[src/rtl/algorithm_reduce_pkg.sv]
// Shared encodings for the stream reducer: fold modes and FSM states.
package algorithm_reduce_pkg;
  localparam int REDUCE_WRAP = 0;
  localparam int REDUCE_SAT  = 1;
  localparam int REDUCE_MIN  = 2;
  localparam int REDUCE_MAX  = 3;

  localparam logic [1:0] ST_IDLE  = 2'd0;
  localparam logic [1:0] ST_ACCUM = 2'd1;
  localparam logic [1:0] ST_DONE  = 2'd2;
endpackage

[src/rtl/algorithm_reduce_if.sv]
// Start, stream and result handshakes of the reducer; slave is the reducer side.
interface algorithm_reduce_if #(
  parameter int WIDTH = 8,
  parameter int CNT_W = 16
);
  logic             in_valid;
  logic             in_ready;
  logic [WIDTH-1:0] init;
  logic [WIDTH-1:0] sIn;
  logic             sIn_valid;
  logic             sIn_ready;
  logic             sIn_last;
  logic             out_valid;
  logic             out_ready;
  logic [WIDTH-1:0] sum;
  logic [CNT_W-1:0] count;
  logic             overflow;

  modport master (
    output in_valid, init, sIn, sIn_valid, sIn_last, out_ready,
    input  in_ready, sIn_ready, out_valid, sum, count, overflow
  );
  modport slave (
    input  in_valid, init, sIn, sIn_valid, sIn_last, out_ready,
    output in_ready, sIn_ready, out_valid, sum, count, overflow
  );
endinterface

[src/rtl/algorithm_reduce_reduce_op.sv]
// Combinational fold step f(acc, x) for one MODE; reusable by other fold blocks.
module reduce_op
  import algorithm_reduce_pkg::*;
#(
  parameter int WIDTH = 8,
  parameter int MODE  = REDUCE_WRAP
) (
  input  logic [WIDTH-1:0] i_acc,
  input  logic [WIDTH-1:0] i_x,
  output logic [WIDTH-1:0] o_acc,
  output logic             o_ovf
);
  logic [WIDTH:0] w_usum;
  logic           w_pos_ovf;
  logic           w_neg_ovf;
  logic           w_lt;
  logic           w_gt;

  assign w_usum    = {1'b0, i_acc} + {1'b0, i_x};
  // Signed overflow: operands share a sign that the wrapped sum does not.
  assign w_pos_ovf = ~i_acc[WIDTH-1] & ~i_x[WIDTH-1] &  w_usum[WIDTH-1];
  assign w_neg_ovf =  i_acc[WIDTH-1] &  i_x[WIDTH-1] & ~w_usum[WIDTH-1];
  assign w_lt      = $signed(i_x) < $signed(i_acc);
  assign w_gt      = $signed(i_x) > $signed(i_acc);

  always_comb begin
    o_acc = w_usum[WIDTH-1:0];
    o_ovf = 1'b0;
    case (MODE)
      REDUCE_SAT: begin
        o_ovf = w_pos_ovf | w_neg_ovf;
        if (w_pos_ovf)      o_acc = {1'b0, {(WIDTH-1){1'b1}}};
        else if (w_neg_ovf) o_acc = {1'b1, {(WIDTH-1){1'b0}}};
      end
      REDUCE_MIN: o_acc = w_lt ? i_x : i_acc;
      REDUCE_MAX: o_acc = w_gt ? i_x : i_acc;
      default:    o_ovf = w_usum[WIDTH];
    endcase
  end
endmodule

[src/rtl/algorithm_reduce.sv]
// Stream reducer: seed on start, fold beats until the last one, hold the result until taken.
module algorithm_reduce
  import algorithm_reduce_pkg::*;
#(
  parameter int WIDTH = 8,
  parameter int MODE  = REDUCE_WRAP,
  parameter int CNT_W = 16
) (
  input  logic              clk,
  input  logic              nrst,
  algorithm_reduce_if.slave bus
);
  logic [1:0]       r_state;
  logic [WIDTH-1:0] r_acc;
  logic [CNT_W-1:0] r_count;
  logic             r_ovf;
  logic [WIDTH-1:0] w_next_acc;
  logic             w_step_ovf;

  reduce_op #(.WIDTH(WIDTH), .MODE(MODE)) u_op (
    .i_acc (r_acc),
    .i_x   (bus.sIn),
    .o_acc (w_next_acc),
    .o_ovf (w_step_ovf)
  );

  always_ff @(posedge clk or negedge nrst) begin
    if (!nrst) begin
      r_state <= ST_IDLE;
      r_acc   <= '0;
      r_count <= '0;
      r_ovf   <= 1'b0;
    end else begin
      case (r_state)
        ST_IDLE: if (bus.in_valid) begin
          r_acc   <= bus.init;
          r_count <= '0;
          r_ovf   <= 1'b0;
          r_state <= ST_ACCUM;
        end
        ST_ACCUM: if (bus.sIn_valid) begin
          r_acc <= w_next_acc;
          r_ovf <= r_ovf | w_step_ovf;
          // Count sticks at all-ones rather than wrapping.
          if (r_count != {CNT_W{1'b1}}) r_count <= r_count + CNT_W'(1);
          if (bus.sIn_last) r_state <= ST_DONE;
        end
        ST_DONE: if (bus.out_ready) r_state <= ST_IDLE;
        default: r_state <= ST_IDLE;
      endcase
    end
  end

  assign bus.in_ready  = (r_state == ST_IDLE);
  assign bus.sIn_ready = (r_state == ST_ACCUM);
  assign bus.out_valid = (r_state == ST_DONE);
  assign bus.sum       = r_acc;
  assign bus.count     = r_count;
  assign bus.overflow  = r_ovf;
endmodule

[src/flat_wrapper.sv]
// flat-port wrapper written by rule: the top's interface ports become plain ports
module algorithm_reduce_flat import algorithm_reduce_pkg::*;
#(
  parameter int WIDTH = 8,
  parameter int MODE  = REDUCE_WRAP,
  parameter int CNT_W = 16
)
  (clk, nrst, bus_in_valid, bus_init, bus_sIn, bus_sIn_valid, bus_sIn_last, bus_out_ready, bus_in_ready, bus_sIn_ready, bus_out_valid, bus_sum, bus_count, bus_overflow);
  algorithm_reduce_if #(.WIDTH(WIDTH), .CNT_W(CNT_W)) bus_i ();
  input  logic clk;
  input  logic nrst;
  input wire logic [$bits(bus_i.in_valid)-1:0] bus_in_valid;
  input wire logic [$bits(bus_i.init)-1:0] bus_init;
  input wire logic [$bits(bus_i.sIn)-1:0] bus_sIn;
  input wire logic [$bits(bus_i.sIn_valid)-1:0] bus_sIn_valid;
  input wire logic [$bits(bus_i.sIn_last)-1:0] bus_sIn_last;
  input wire logic [$bits(bus_i.out_ready)-1:0] bus_out_ready;
  output wire logic [$bits(bus_i.in_ready)-1:0] bus_in_ready;
  output wire logic [$bits(bus_i.sIn_ready)-1:0] bus_sIn_ready;
  output wire logic [$bits(bus_i.out_valid)-1:0] bus_out_valid;
  output wire logic [$bits(bus_i.sum)-1:0] bus_sum;
  output wire logic [$bits(bus_i.count)-1:0] bus_count;
  output wire logic [$bits(bus_i.overflow)-1:0] bus_overflow;
  assign bus_i.in_valid = bus_in_valid;
  assign bus_i.init = bus_init;
  assign bus_i.sIn = bus_sIn;
  assign bus_i.sIn_valid = bus_sIn_valid;
  assign bus_i.sIn_last = bus_sIn_last;
  assign bus_i.out_ready = bus_out_ready;
  assign bus_in_ready = bus_i.in_ready;
  assign bus_sIn_ready = bus_i.sIn_ready;
  assign bus_out_valid = bus_i.out_valid;
  assign bus_sum = bus_i.sum;
  assign bus_count = bus_i.count;
  assign bus_overflow = bus_i.overflow;
  algorithm_reduce #(.WIDTH(WIDTH), .MODE(MODE), .CNT_W(CNT_W)) u_core (.clk(clk), .nrst(nrst), .bus(bus_i));
endmodule
[config.mk]
export PLATFORM = sky130hd
export DESIGN_NAME = algorithm_reduce_flat
export DESIGN_NICKNAME = d
export VERILOG_FILES = /design/src/rtl/algorithm_reduce_pkg.sv /design/src/rtl/algorithm_reduce_if.sv /design/src/rtl/algorithm_reduce_reduce_op.sv /design/src/rtl/algorithm_reduce.sv /design/src/flat_wrapper.sv
export SDC_FILE = /design/constraint.sdc
export NUM_CORES = 1
export LEC_CHECK = 0
export ABC_AREA = 1
export CORE_ASPECT_RATIO = 0.7
export CORE_MARGIN = 2
export CORE_UTILIZATION = 40
export CTS_CLUSTER_SIZE = 16
export DETAILED_ROUTE_END_ITERATION = 7
export GPL_ROUTABILITY_DRIVEN = 0
export PLACE_DENSITY = 0.72
export RECOVER_POWER = 25
export SLEW_MARGIN = 20
export SYNTH_ARGS = -nofsm -noshare
export SYNTH_HDL_FRONTEND = slang
export SYNTH_SLANG_ARGS = --single-unit
[constraint.sdc]
create_clock -name clk -period 2 [get_ports clk]
set_input_delay 0.5 -clock clk [delete_from_list [all_inputs] [get_ports clk]]
set_output_delay 0.5 -clock clk [all_outputs]
set_load 0.01 [all_outputs]
[Yosys cells after proc, flatten, opt, wreduce, memory -nomap -nowiden]
Cells that the tools add are included.
Word-level totals
  register bits after elaboration: 27
  input port bits: 22
  output and inout bits: 28
  logic and storage cells: 35
Operators by class
  equality and inequality tests: 8
  reduce and logical (&&, ||, !) cells: 5
  add/sub/neg operators: 2
  bitwise gates (word level): 1
  multiplexer cells: 15
Operator list (count)
  16-bit 2-to-1 mux: 3
  16-bit one-hot mux with 2 select lines: 1
  16-bit by 1-bit adder with 16-bit output, second input constant: 1
  8-bit 2-to-1 mux: 2
  16-bit != test, second input constant: 1
  8-bit one-hot mux with 2 select lines: 1
  8-bit by 8-bit adder with 9-bit output: 1
  2-bit 2-to-1 mux: 4
  2-bit != test, second input constant: 4
  4-bit AND reduction: 2
  2-bit one-hot mux with 3 select lines: 1
  3-bit AND reduction: 1
  2-bit by 1-bit equality test with 1-bit output, second input constant: 1
  2-bit equality test, second input constant: 1
  2-bit logical NOT: 1
  1-bit 2-to-1 mux: 2
  2-bit by 1-bit != test with 1-bit output, second input constant: 1
  1-bit one-hot mux with 2 select lines: 1
  2-bit nonzero test: 1
  1-bit bitwise OR: 1

[Longest topological paths before layout]
Gate-level depths: netlist of the first run.
  depth in word-level cells: 4
  mapped depth: 10
  gate-level depth less buffers: 10

[Hierarchy]
From an unflattened synthesis of the first run, not the netlist that was laid out.
Second synthesis, totals
  cell total of the unflattened synthesis: 276
  area, all modules: 1974.4 µm²
Modules (own cells, without submodules)
  algorithm_reduce: cells each 217, times used 1, area an instance 1597.8 µm², seq. area each 675.6 µm²
  reduce_op: cells each 59, times used 1, area an instance 376.6 µm², seq. area each 0.0 µm²

[Worst setup path after synthesis of the first run]
Ideal clock, no wire load.
  path type: input to register
  from: input port bus_sIn[0]
  to: register u_core.r_acc[4] (netlist: u_core.bus.sum[4])
  arrival time: 1.538 ns
  cell stages on the path: 9
  required time: 1.877 ns
  buffers on the path: 0
  slack: 0.339 ns
  cells stage by stage: ha_1 -> inv_1 -> fa_1 -> inv_1 -> nand3_1 -> nand3_1 -> xor2_1 -> o21ai_0 -> nand2_1
Between the ends
  cells in the longest elaborated chain, start to end: 3
RTL lines
  start: declaration: line flat_wrapper.sv:14  | input wire logic [$bits(bus_i.sIn)-1:0] bus_sIn;
  8-bit by 8-bit adder with 9-bit output: line algorithm_reduce_reduce_op.sv:19  | assign w_usum = {1'b0, i_acc} + {1'b0, i_x};
  8-bit 2-to-1 mux: line algorithm_reduce.sv:41  | ST_ACCUM: if (bus.sIn_valid) begin
  8-bit one-hot mux with 2 select lines: line algorithm_reduce.sv:34  | case (r_state)
  end signal: assignment: line algorithm_reduce.sv:36  | r_acc <= bus.init;
  end signal: assignment: line algorithm_reduce.sv:42  | r_acc <= w_next_acc;
  end: declaration: line algorithm_reduce.sv:14  | logic [WIDTH-1:0] r_acc;
Every way passes these cells. The select of a mux whose other input is x is not followed.
A chain may end at the register's enable or synchronous reset.

[Worst setup path after layout of the first run]
  from: register u_core.r_state[0]
  to: output port bus_out_valid
Between the ends
  cells in the longest elaborated chain, start to end: 1
RTL lines
  start: declaration: line algorithm_reduce.sv:13  | logic [1:0] r_state;
  start signal: assignment: line algorithm_reduce.sv:29  | r_state <= ST_IDLE;
  start signal: assignment: line algorithm_reduce.sv:39  | r_state <= ST_ACCUM;
  start signal: assignment: line algorithm_reduce.sv:46  | if (bus.sIn_last) r_state <= ST_DONE;
  2-bit equality test: line algorithm_reduce.sv:56  | assign bus.out_valid = (r_state == ST_DONE);
  end: declaration: line flat_wrapper.sv:20  | output wire logic [$bits(bus_i.out_valid)-1:0] bus_out_valid;
Every way passes these cells.

==> results of run 1 <==
==> sequential cells by signal, summed over array words and instances, names as in the netlist <==
name	cells
u_core.bus.count	16
u_core.bus.sum	8
u_core.r_state	2
u_core.bus.overflow	1
==> metal layers <==
metal  part of all wire, %  global-route usage (%)
met5                     0                       0
met4                  0.98                   5.114
met3                   7.2                   4.227
met2                    40                   27.65
met1                    52                   30.07
==> power breakdown <==
part	leakage (nW)	total (mW)	switching, mW	internal [mW]
logic	0.881	1.93	1.09	0.843
registers	0.354	0.817	0.134	0.683
clock network	0.0228	0.326	0.182	0.143
==> cells in the mapped netlist, types with 3 or more instances <==
library cell / instances
nand2_1: 99
nor2_1: 33
inv_1: 29
nand3_1: 28
dfrtp_1: 27
o21ai_0: 12
ha_1: 9
o21ai_1: 7
xor2_1: 6
nand4_1: 4
nor3_1: 4
a21oi_1: 3
buf_6: 3
inv_2: 3
==> final cells by class <==
type | count | share of cell area [%]
Inverter | 32 | 4.597
Timing Repair Buffer | 63 | 22.14
Clock buffer | 4 | 1.689
Sequential cell | 27 | 25.38
Multi-Input combinational cell | 224 | 42.96
Tap cell | 69 | 3.236
==> logic make-up (layout without fill, tap and decap cells) <==
kind of cell,Yosys count,count (layout),synth area share [%]
buffers and inverters,39,99,8.797
AND/OR/NAND/NOR,176,176,38.16
XOR/XNOR,7,7,3.101
flip-flops,27,27,34.18
AO/OA/AOI/OAI,30,31,9.051
adder cells (fa/ha/maj),10,10,6.709
==> critical path, stage by stage (launching register included) <==
cell and delay [ns]:
dfrtp_2 0.47, nor2_1 0.12, clkdlybuf4s50_1 0.54
==> through the flow <==
step	utilization, %	power, mW
CTS	55.44	3.043
floorplan	-	2.009
finish	55.78	3.074
detailed placement	54.16	2.688
global route	55.78	3.359
global placement	54.16	2.651
==> worst min path at each step <==
stage | start | end | slack, ns | cells past startpoint
final | u_core.bus.sum[7] | u_core.bus.sum[7] | 0.53 | 2
after global placement | u_core.bus.sum[2] | u_core.bus.sum[2] | 0.50 | 2
after floorplan | nrst | u_core.bus.count[0] | 0.20 | 0
after detailed placement | u_core.bus.sum[7] | u_core.bus.sum[7] | 0.50 | 2
after CTS | u_core.bus.sum[7] | u_core.bus.sum[7] | 0.54 | 2
after global routing | u_core.bus.sum[5] | u_core.bus.sum[5] | 0.58 | 2
==> timing repair <==
action | 4_1_cts | 5_1_grt
cloned | 0 | 1
pin swaps | 0 | 2
setup buffers | 2 | 0
setup endpoints to repair | 1 | 7
gates resized for setup | 4 | 4
==> metrics.md, run 1 <==
| Metric | Value |
|---|---|
| Outcome | complete, no violations |
| TritonCTS clock tree | done |
| Total grt overflow | 0 |
| CTS Hold Bufs | 0 |
| Die area | between 5000 and 6000 um^2 |
| Buffer levels on the longest clock path | 2 |
| Final Hold Slack | around 0.53 ns |
| CP Launch Point | u_core.r_state[0] |
| Syn Area/Cell | 6.840 um^2 |
| Pwr Density | 1153 nW/um^2 |
| Cell taking the most area after synthesis | dfrtp_1 |
| Worst VDD drop | a little under 500 uV |
| CP max FO | 7 |
| Htree depth | 1 |
| Final Hold Fails | 0 |
| FF-to-FF End | u_core.bus.count[12] |
| 1st-pass router iterations | 4 |
| Post-synth top area share | 34.18% |
| Drt drc | 0 |
| First-pass GRT wire length | ~8700 um |
| WL final | 5188 um |
| YS warnings | 0 |
| Layout Skew | 0.006402 ns |
| Post-place setup slack | -0.2985 ns |
| Syn_nets | 321 |
| Max_cap viols | 0 |
| Largest cells by area after synthesis | dfrtp_1 34%, nand2_1 19%, nand3_1 7.1% |
| Placed cell area | between 2000 and 3000 um^2 |
| GRT Util Overall | 19.61% |
| Reg area | about 680 um^2 |
| Final-layout fill cell count | ~480 |
| Worst setup EP type | primary output |
| Max frequency | 523.6 MHz |
| Setup_tns | 0 ns |
| Layout area overhead | 34.94% |
| Half-perimeter wire length after placement | 3783 um |
| Seq cells post-synth | 27 |
| Leakage | between 1 and 1.5 nW |
| FP Rows | 21 |
| Worst Tran Pin Value | slightly above 0.7 ns |
| Buffers on Ports | 49 |
| Num CTS Buffers | 3 |
| R2r startpoint | u_core.bus.count[1] |
| R2r setup slk | 0.18 ns |
| Placed cells | 412 |
| Sequential share of the synthesized area | between 30% and 40% |
| Core area | between 4000 and 5000 um^2 |
| Reg clk slew, reported paths | roughly 0.09 ns |
| Most frequent cells in the layout | 99 x nand2_1, 46 x clkdlybuf4s50_1, 33 x nor2_1 |
| WL per Instance | ~12 um |
| Die width | 88.03 um |
| Final setup fails | 0 |
| Post-route setup slack | 0.09020 ns |
| Max-slew headroom | between 50% and 60% |
| Count of unique library cells instantiated by Yosys | 31 |
| CP Launch Type | flip-flop |
| Clk_lat worst skew | about 0.28 ns |
| Antenna-violating nets left | 0 |
| Antenna cells | 0 |
| Fin area | approximately 2700 um^2 |
| Min Tclk post-route | approximately 1.9 ns |
| Vias in the first global route | ~1,800 |
| Critical path class | flip-flop to primary output |
| Post-synth ARST share | 100.0% |
| Pin count of the biggest net entering global routing | 28 |
| Initial antenna violation count | 0 |
| Layout cells sized above 1 | roughly a tenth |
| EDFF count, synth | 0 |
| Most common cell after layout, fill and taps aside | nand2_1 |
| Starting Density | 41.34% |
| Cell depth of the worst flop-to-flop path | 6 |
| Synthesized area | ~2000 um^2 |
| Area of the multi-input gates | 1146 um^2 |
| Crit share post-route | a little over nine tenths |
| Clock root cell | clkbuf_8 |
| Worst path required time | roughly 1.5 ns |
| Critical path capture point | bus_out_valid |
| Post-Synthesis Cells | about 290 |
| Starting DRT DRC Count | between 100 and 150 |
| Fin. max-slew vios | 0 |
| Nets | 383 |
| Final instance count without filler cells | 419 |
| Routed vias/inst | about 4.9 |
| DIE HEIGHT | approximately 63 um |
| Crit path arrival time | 1.41 ns |
| RSZ-0062 raised after global routing | yes |
| Ports | 50 |
| Hold Crit Class | flip-flop to flip-flop |
| Main flop type after synthesis | dfrtp_1 |
| Routed vias | 2,036 |
| CTS Sinks | 27 |
(Power assumes the default switching activity.)
==> run 2: changes to the inputs <==
--- a/config.mk
+++ b/config.mk
@@ -12,7 +12,7 @@
 export CTS_CLUSTER_SIZE = 16
 export DETAILED_ROUTE_END_ITERATION = 7
 export GPL_ROUTABILITY_DRIVEN = 0
-export PLACE_DENSITY = 0.72
+export PLACE_DENSITY = 0.74
 export RECOVER_POWER = 25
 export SLEW_MARGIN = 20
 export SYNTH_ARGS = -nofsm -noshare
==> run 2 against run 1 <==
Net effect:
- core utilization rose by 0.60 points
- hold slack got worse by 0.0012 ns
- register-to-register slack improved by 0.02 ns
- largest cell class unchanged
- critical path type is now input port to flip-flop
- flip-flop and latch count is the same
- non-clock buffer count rose by 2
- via count up 1.8%
==> metrics.md, run 2 (synthesized netlist as in run 1, its figures left out) <==
| Metric | Value |
|---|---|
| WL final | 5354 um (+3.2%) |
| Total grt overflow | 0 (unchanged) |
| Routed vias | 2,073 (+1.8%) |
| Worst VDD drop | 595.7 uV (+23%) |
| CTS Hold Bufs | 0 (unchanged) |
| WL per Instance | 12.72 um (+2.7%) |
| FP Rows | 21 (unchanged) |
| Crit share post-route | 94.75% (-0.74 points) |
| Final setup fails | 0 (unchanged) |
| Num CTS Buffers | 3 (unchanged) |
| Delay-heaviest family, CP | buffers and inverters |
| Buffer levels on the longest clock path | 2 (unchanged) |
| Outcome | complete, no violations |
| Die area | 5529 um^2 (unchanged) |
| Layout area overhead | 36.39% |
| Nets | 385 (+0.52%) |
| Post-place setup slack | -0.2714 ns (+0.02712 ns) |
| DIE HEIGHT | 62.82 um (unchanged) |
| Largest stage delay, worst path | 0.47 ns (-0.07 ns) |
| Worst path required time | 2.18 ns (+0.68 ns) |
| Worst path most repeated cell | inv_1 |
| Crit path arrival time | 2.08 ns (+0.67 ns) |
| GRT Util Overall | 20.60% (+0.99 points) |
| CP max FO | 2 (-5) |
| Vias in the first global route | 1,954 (+7.0%) |
| Die width | 88.03 um (unchanged) |
| Final Hold Fails | 0 (unchanged) |
| Layout cells sized above 1 | 10.51% (+1.1 points) |
| Crit-path cells | clkdlybuf4s50_1 -> ha_2 -> inv_1 -> fa_2 -> inv_1 -> nand3_1 -> nand3_2 -> xor2_1 -> o21ai_0 -> nand2_1 |
| Worst setup EP type | flip-flop |
| Routed vias/inst | 4.924 (+1.3%) |
| Final core occ | 56.38% (+0.60 points) |
| Most common cell after layout, fill and taps aside | nand2_1 |
| Max FFs per register | 16 (unchanged) |
| Final instance count without filler cells | 421 (+0.48%) |
| Min Tclk post-route | 1.895 ns (-0.01477 ns) |
| Leakage | 1.290 nW (+2.6%) |
| Worst Tran Pin Value | 0.7079 ns (+0.0002191 ns) |
| Antenna cells | 0 (unchanged) |
| Max-slew headroom | 52.81% (about the same) |
| RSZ-0062 raised after global routing | no |
| Initial antenna violation count | 0 (unchanged) |
| Drt drc | 0 (unchanged) |
| Final Power | 3.148 mW (+2.4%) |
| Max_cap viols | 0 (unchanged) |
| Bufs and invs on worst path | 3 (+2) |
| Antenna-violating nets left | 0 (unchanged) |
| CP max stage cell | clkdlybuf4s50_1 |
| 1st-pass router iterations | 4 (unchanged) |
| Starting Density | 41.34% (unchanged) |
| Post-route setup slack | 0.1050 ns (+0.01477 ns) |
| Critical path class | input port to flip-flop |
| Fin. max-slew vios | 0 (unchanged) |
| Ports | 50 (unchanged) |
| Placed cells | 415 (+0.73%) |
| Layout Skew | 0.008674 ns (+0.002272 ns) |
| Starting DRT DRC Count | 161 (+12%) |
| CP Launch Type | input port |
| Buffers on Ports | 49 (unchanged) |
| Reg clk slew, reported paths | 0.10 ns (about the same) |
| Final Hold Slack | 0.5318 ns (-0.001245 ns) |
| Most frequent cells in the layout | 99 x nand2_1, 46 x clkdlybuf4s50_1, 33 x nor2_1 |
| First-pass GRT wire length | 9177 um (+5.9%) |
| Clk_lat worst skew | 0.29 ns (about the same) |
| Hold Crit Class | flip-flop to flip-flop |
| Pwr Density | 1168 nW/um^2 (+1.3%) |
| Clock root cell | clkbuf_8 |
| Core area | 4782 um^2 (unchanged) |
| Htree depth | 1 (unchanged) |
| CTS Sinks | 27 (unchanged) |
| TritonCTS clock tree | done |
| Max frequency | 527.7 MHz (+0.78%) |
| Half-perimeter wire length after placement | 4061 um (+7.3%) |
| Pin count of the biggest net entering global routing | 28 (unchanged) |
run 2: cell types whose count changed in the layout (fill, tap and decap cells not counted), sizes merged:
cell	change
buf	+2
dlygate4sd2	-2
dlymetal6s2s	+2
clkbuf	-1
clkinv	+1
run 2: layer usage:
metal	vias up	share of wire [%]	wire length, um	global-route usage (%)
li1	1052	-	-	-
met4	0	0.21	11	2.652
met5	-	0	0	0
met2	61	42	2235	29.73
met3	2	7.2	385	3.699
met1	958	51	2721	32.65
run 2: worst reg2reg max path, cell delays in order, from the launching register on:
cell and delay [ns]:
dfrtp_1 0.45, nand2_1 0.11, nor2_2 0.29, nand3_4 0.15, o21ai_2 0.53, nand2_1 0.11
o21ai_1 0.10
run 2: where the power goes:
group / internal (mW) / leakage, nW / switching [mW] / total [mW]
clock: 0.140 / 0.0255 / 0.192 / 0.332
combinational: 0.884 / 0.911 / 1.12 / 2.00
sequential: 0.683 / 0.354 / 0.130 / 0.813
run 2: final cells by class:
| class | count | area, um^2 |
|---|---|---|
| Clock inverter | 1 | 5.005 |
| Multi-Input combinational cell | 224 | 1154 |
| Sequential cell | 27 | 676.9 |
| Tap cell | 69 | 86.33 |
| Fill cell | 449 | 2086 |
| Clock buffer | 3 | 41.29 |
| Timing Repair Buffer | 65 | 613.1 |
| Inverter | 32 | 120.1 |
run 2: path summary, 6_finish.rpt:
path	cells after the start	slack, ns	end	startpoint
setup / recovery	10	0.10	u_core.bus.sum[4]	bus_sIn[0]
hold / removal	2	0.53	u_core.bus.sum[3]	u_core.bus.sum[3]
setup reg to reg	6	0.20	u_core.bus.count[12]	u_core.bus.count[6]
hold reg to reg	2	0.53	u_core.bus.sum[3]	u_core.bus.sum[3]
max in group asynchronous	2	0.72	u_core.r_state[0]	nrst
min in group asynchronous	2	0.78	u_core.bus.sum[1]	nrst
run 2: through the flow:
step	instance area [um^2]	TNS [ns]
2_1_floorplan	1977	0
3_3_place_gp	2613	-0.6743
3_5_place_dp	2613	-1.071
4_1_cts	2666	0
5_1_grt	2696	0
6_report	2696	0
run 2: what timing repair did:
item	CTS	global route
buffers inserted	1	0
endpoints found under the setup margin	1	7
gates resized for setup	0	7
pin swaps	0	1
gates cloned	0	1
==> run 3: changes to the inputs <==
--- a/config.mk
+++ b/config.mk
@@ -7,11 +7,11 @@
 export LEC_CHECK = 0
 export ABC_AREA = 1
 export CORE_ASPECT_RATIO = 0.7
-export CORE_MARGIN = 2
 export CORE_UTILIZATION = 40
 export CTS_CLUSTER_SIZE = 16
 export DETAILED_ROUTE_END_ITERATION = 7
 export GPL_ROUTABILITY_DRIVEN = 0
+export HOLD_SLACK_MARGIN = 0.08
 export PLACE_DENSITY = 0.74
 export RECOVER_POWER = 25
 export SLEW_MARGIN = 20
==> run 3 against run 2 <==
Net effect:
- highest routed layer unchanged
- largest cell class unchanged
- routed wire length decreased by 4.0%
- critical endpoint is now bus_out_valid
- sequential share of layout area is 0.46 points higher
- core utilization up 2.1 points
==> metrics.md, run 3 (synthesized netlist as in run 1, its figures left out) <==
| Metric | Value |
|---|---|
| Outcome | complete, no violations |
| Reg clk slew, reported paths | 0.09 ns (about the same) |
| CTS Sinks | 27 (unchanged) |
| Half-perimeter wire length after placement | 3902 um (-3.9%) |
| TritonCTS clock tree | done |
| Crit path arrival time | 1.39 ns (-0.69 ns) |
| RSZ-0062 raised after global routing | no |
| Routed vias | 2,014 (-2.8%) |
| Die area | 5232 um^2 (-5.4%) |
| Max frequency | 528.9 MHz (+0.24%) |
| Pwr Density | 1153 nW/um^2 (-1.3%) |
| Crit-path cells | nor2_1 -> clkdlybuf4s50_1 |
| Final Power | 3.052 mW (-3.1%) |
| Starting Density | 43.65% (+2.3 points) |
| CP max stage cell | clkdlybuf4s50_1 |
| Clk_lat worst skew | 0.28 ns (about the same) |
| Antenna cells | 0 (unchanged) |
| Hold depth | 2 (unchanged) |
| Placed cells | 409 (-1.4%) |
| Critical path depth | 2 (-8) |
| Post-route setup slack | 0.1094 ns (+0.004470 ns) |
| GRT Util Overall | 21.18% (+0.58 points) |
| Largest stage delay, worst path | 0.54 ns (+0.07 ns) |
| Bufs and invs on worst path | 1 (-2) |
| DIE HEIGHT | 60.82 um (-3.2%) |
| Num CTS Buffers | 3 (unchanged) |
| Worst setup EP type | primary output |
| Drt drc | 0 (unchanged) |
| WL final | 5138 um (-4.0%) |
| Fin area | 2648 um^2 (-1.8%) |
| Antenna-violating nets left | 0 (unchanged) |
| Final Hold Fails | 0 (unchanged) |
| Worst Tran Pin Value | 0.7007 ns (-0.007110 ns) |
| Total grt overflow | 0 (unchanged) |
| Final core occ | 58.45% (+2.1 points) |
| Post-place setup slack | -0.2473 ns (+0.02409 ns) |
| Die width | 86.03 um (-2.3%) |
| Ports | 50 (unchanged) |
| FP Rows | 20 (-4.8%) |
| Buffers on Ports | 49 (unchanged) |
| First-pass GRT wire length | 8556 um (-6.8%) |
| Max-slew headroom | 53.28% (+0.47 points) |
| Clock root cell | clkbuf_8 |
| Layout cells sized above 1 | 8.596% (-1.9 points) |
| Worst path required time | 1.50 ns (-0.68 ns) |
| Leakage | 1.252 nW (-2.9%) |
| Most frequent cells in the layout | 99 x nand2_1, 46 x clkdlybuf4s50_1, 33 x nor2_1 |
| Critical path class | flip-flop to primary output |
| Nets | 382 (-0.78%) |
| CP Launch Type | flip-flop |
| Placed cell area | 2586 um^2 (-1.0%) |
| Final-layout fill cell count | 432 (-3.8%) |
| Vias in the first global route | 1,805 (-7.6%) |
| CP max FO | 7 (+5) |
| Worst VDD drop | 579.3 uV (-2.7%) |
| Cell depth of the worst flop-to-flop path | 6 (unchanged) |
| Layout area overhead | 33.92% |
| Crit share post-route | 94.53% (-0.22 points) |
| Reg area | 676.9 um^2 (unchanged) |
| Final setup fails | 0 (unchanged) |
| Htree depth | 1 (unchanged) |
| Final instance count without filler cells | 415 (-1.4%) |
| Area of the multi-input gates | 1130 um^2 (-2.1%) |
| Most common cell after layout, fill and taps aside | nand2_1 |
| Pin count of the biggest net entering global routing | 28 (unchanged) |
| R2r setup slk | 0.16 ns (-0.04 ns) |
| Layout Skew | 0.007069 ns (-0.001604 ns) |
| Buffer levels on the longest clock path | 2 (unchanged) |
| Starting DRT DRC Count | 170 (+5.6%) |
| Delay-heaviest family, CP | buffers and inverters |
| Initial antenna violation count | 0 (unchanged) |
| Min Tclk post-route | 1.891 ns (-0.004470 ns) |
| WL per Instance | 12.38 um (-2.6%) |
| Max_cap viols | 0 (unchanged) |
| Max FFs per register | 16 (unchanged) |
| Hold Crit Class | flip-flop to flip-flop |
| 1st-pass router iterations | 5 (+1) |
| Routed vias/inst | 4.853 (-1.4%) |
| Fin. max-slew vios | 0 (unchanged) |
| Core area | 4529 um^2 (-5.3%) |
==> run 3: path summary, 6_finish.rpt <==
| path | start | to |
|---|---|---|
| max | u_core.r_state[0] | bus_out_valid |
| min | u_core.bus.sum[7] | u_core.bus.sum[7] |
| max reg2reg | u_core.bus.count[0] | u_core.r_state[0] |
| min reg2reg | u_core.bus.sum[7] | u_core.bus.sum[7] |
| max in group asynchronous | nrst | u_core.r_state[0] |
| min in group asynchronous | nrst | u_core.bus.sum[1] |
==> run 3: routing by layer <==
layer / track usage, % / routed length, um / up-vias / share of wire [%]
met4: 4.762 / 12 / 0 / 0.23
met3: 4.082 / 353 / 2 / 6.9
met1: 31.74 / 2633 / 893 / 51
met2: 31.63 / 2139 / 80 / 42
met5: 0 / 0 / - / 0
li1: - / - / 1039 / -
==> run 3: final cells by class <==
type | count | share of cell area [%]
timing repair buffer | 63 | 22.31
sequential | 27 | 25.57
inverter | 32 | 4.631
clock buffer | 4 | 1.701
multi-input combinational | 223 | 42.67
tap | 66 | 3.119
==> run 3: power breakdown <==
part           leakage [nW]  internal, mW  switching (mW)
Sequential            0.354         0.683           0.142
Clock                0.0228         0.143           0.175
Combinational         0.876         0.838            1.07
Total                  1.25          1.66            1.39
==> run 3: per-stage QoR <==
stage / setup TNS [ns] / hold slack (ns)
2_1_floorplan: 0 / 0.2044
3_3_place_gp: -0.6566 / 0.5055
3_5_place_dp: -0.9103 / 0.5067
4_1_cts: 0 / 0.5328
5_1_grt: 0 / 0.5680
6_report: 0 / 0.5237
==> run 3: what timing repair did <==
action | 4_1_cts | 5_1_grt
resized for setup | 4 | 2
endpoints found under the setup margin | 1 | 1
hold buffers | 0 | 0
setup buffers | 2 | 0
==> run 3: worst reg2reg max path, cell delays in order, from the launching register on <==
cell and delay, ns:
dfrtp_1 0.45, ha_1 0.19, nand2_1 0.11, nor2_4 0.17
nand3_4 0.10, o21ai_4 0.51, o21ai_0 0.17
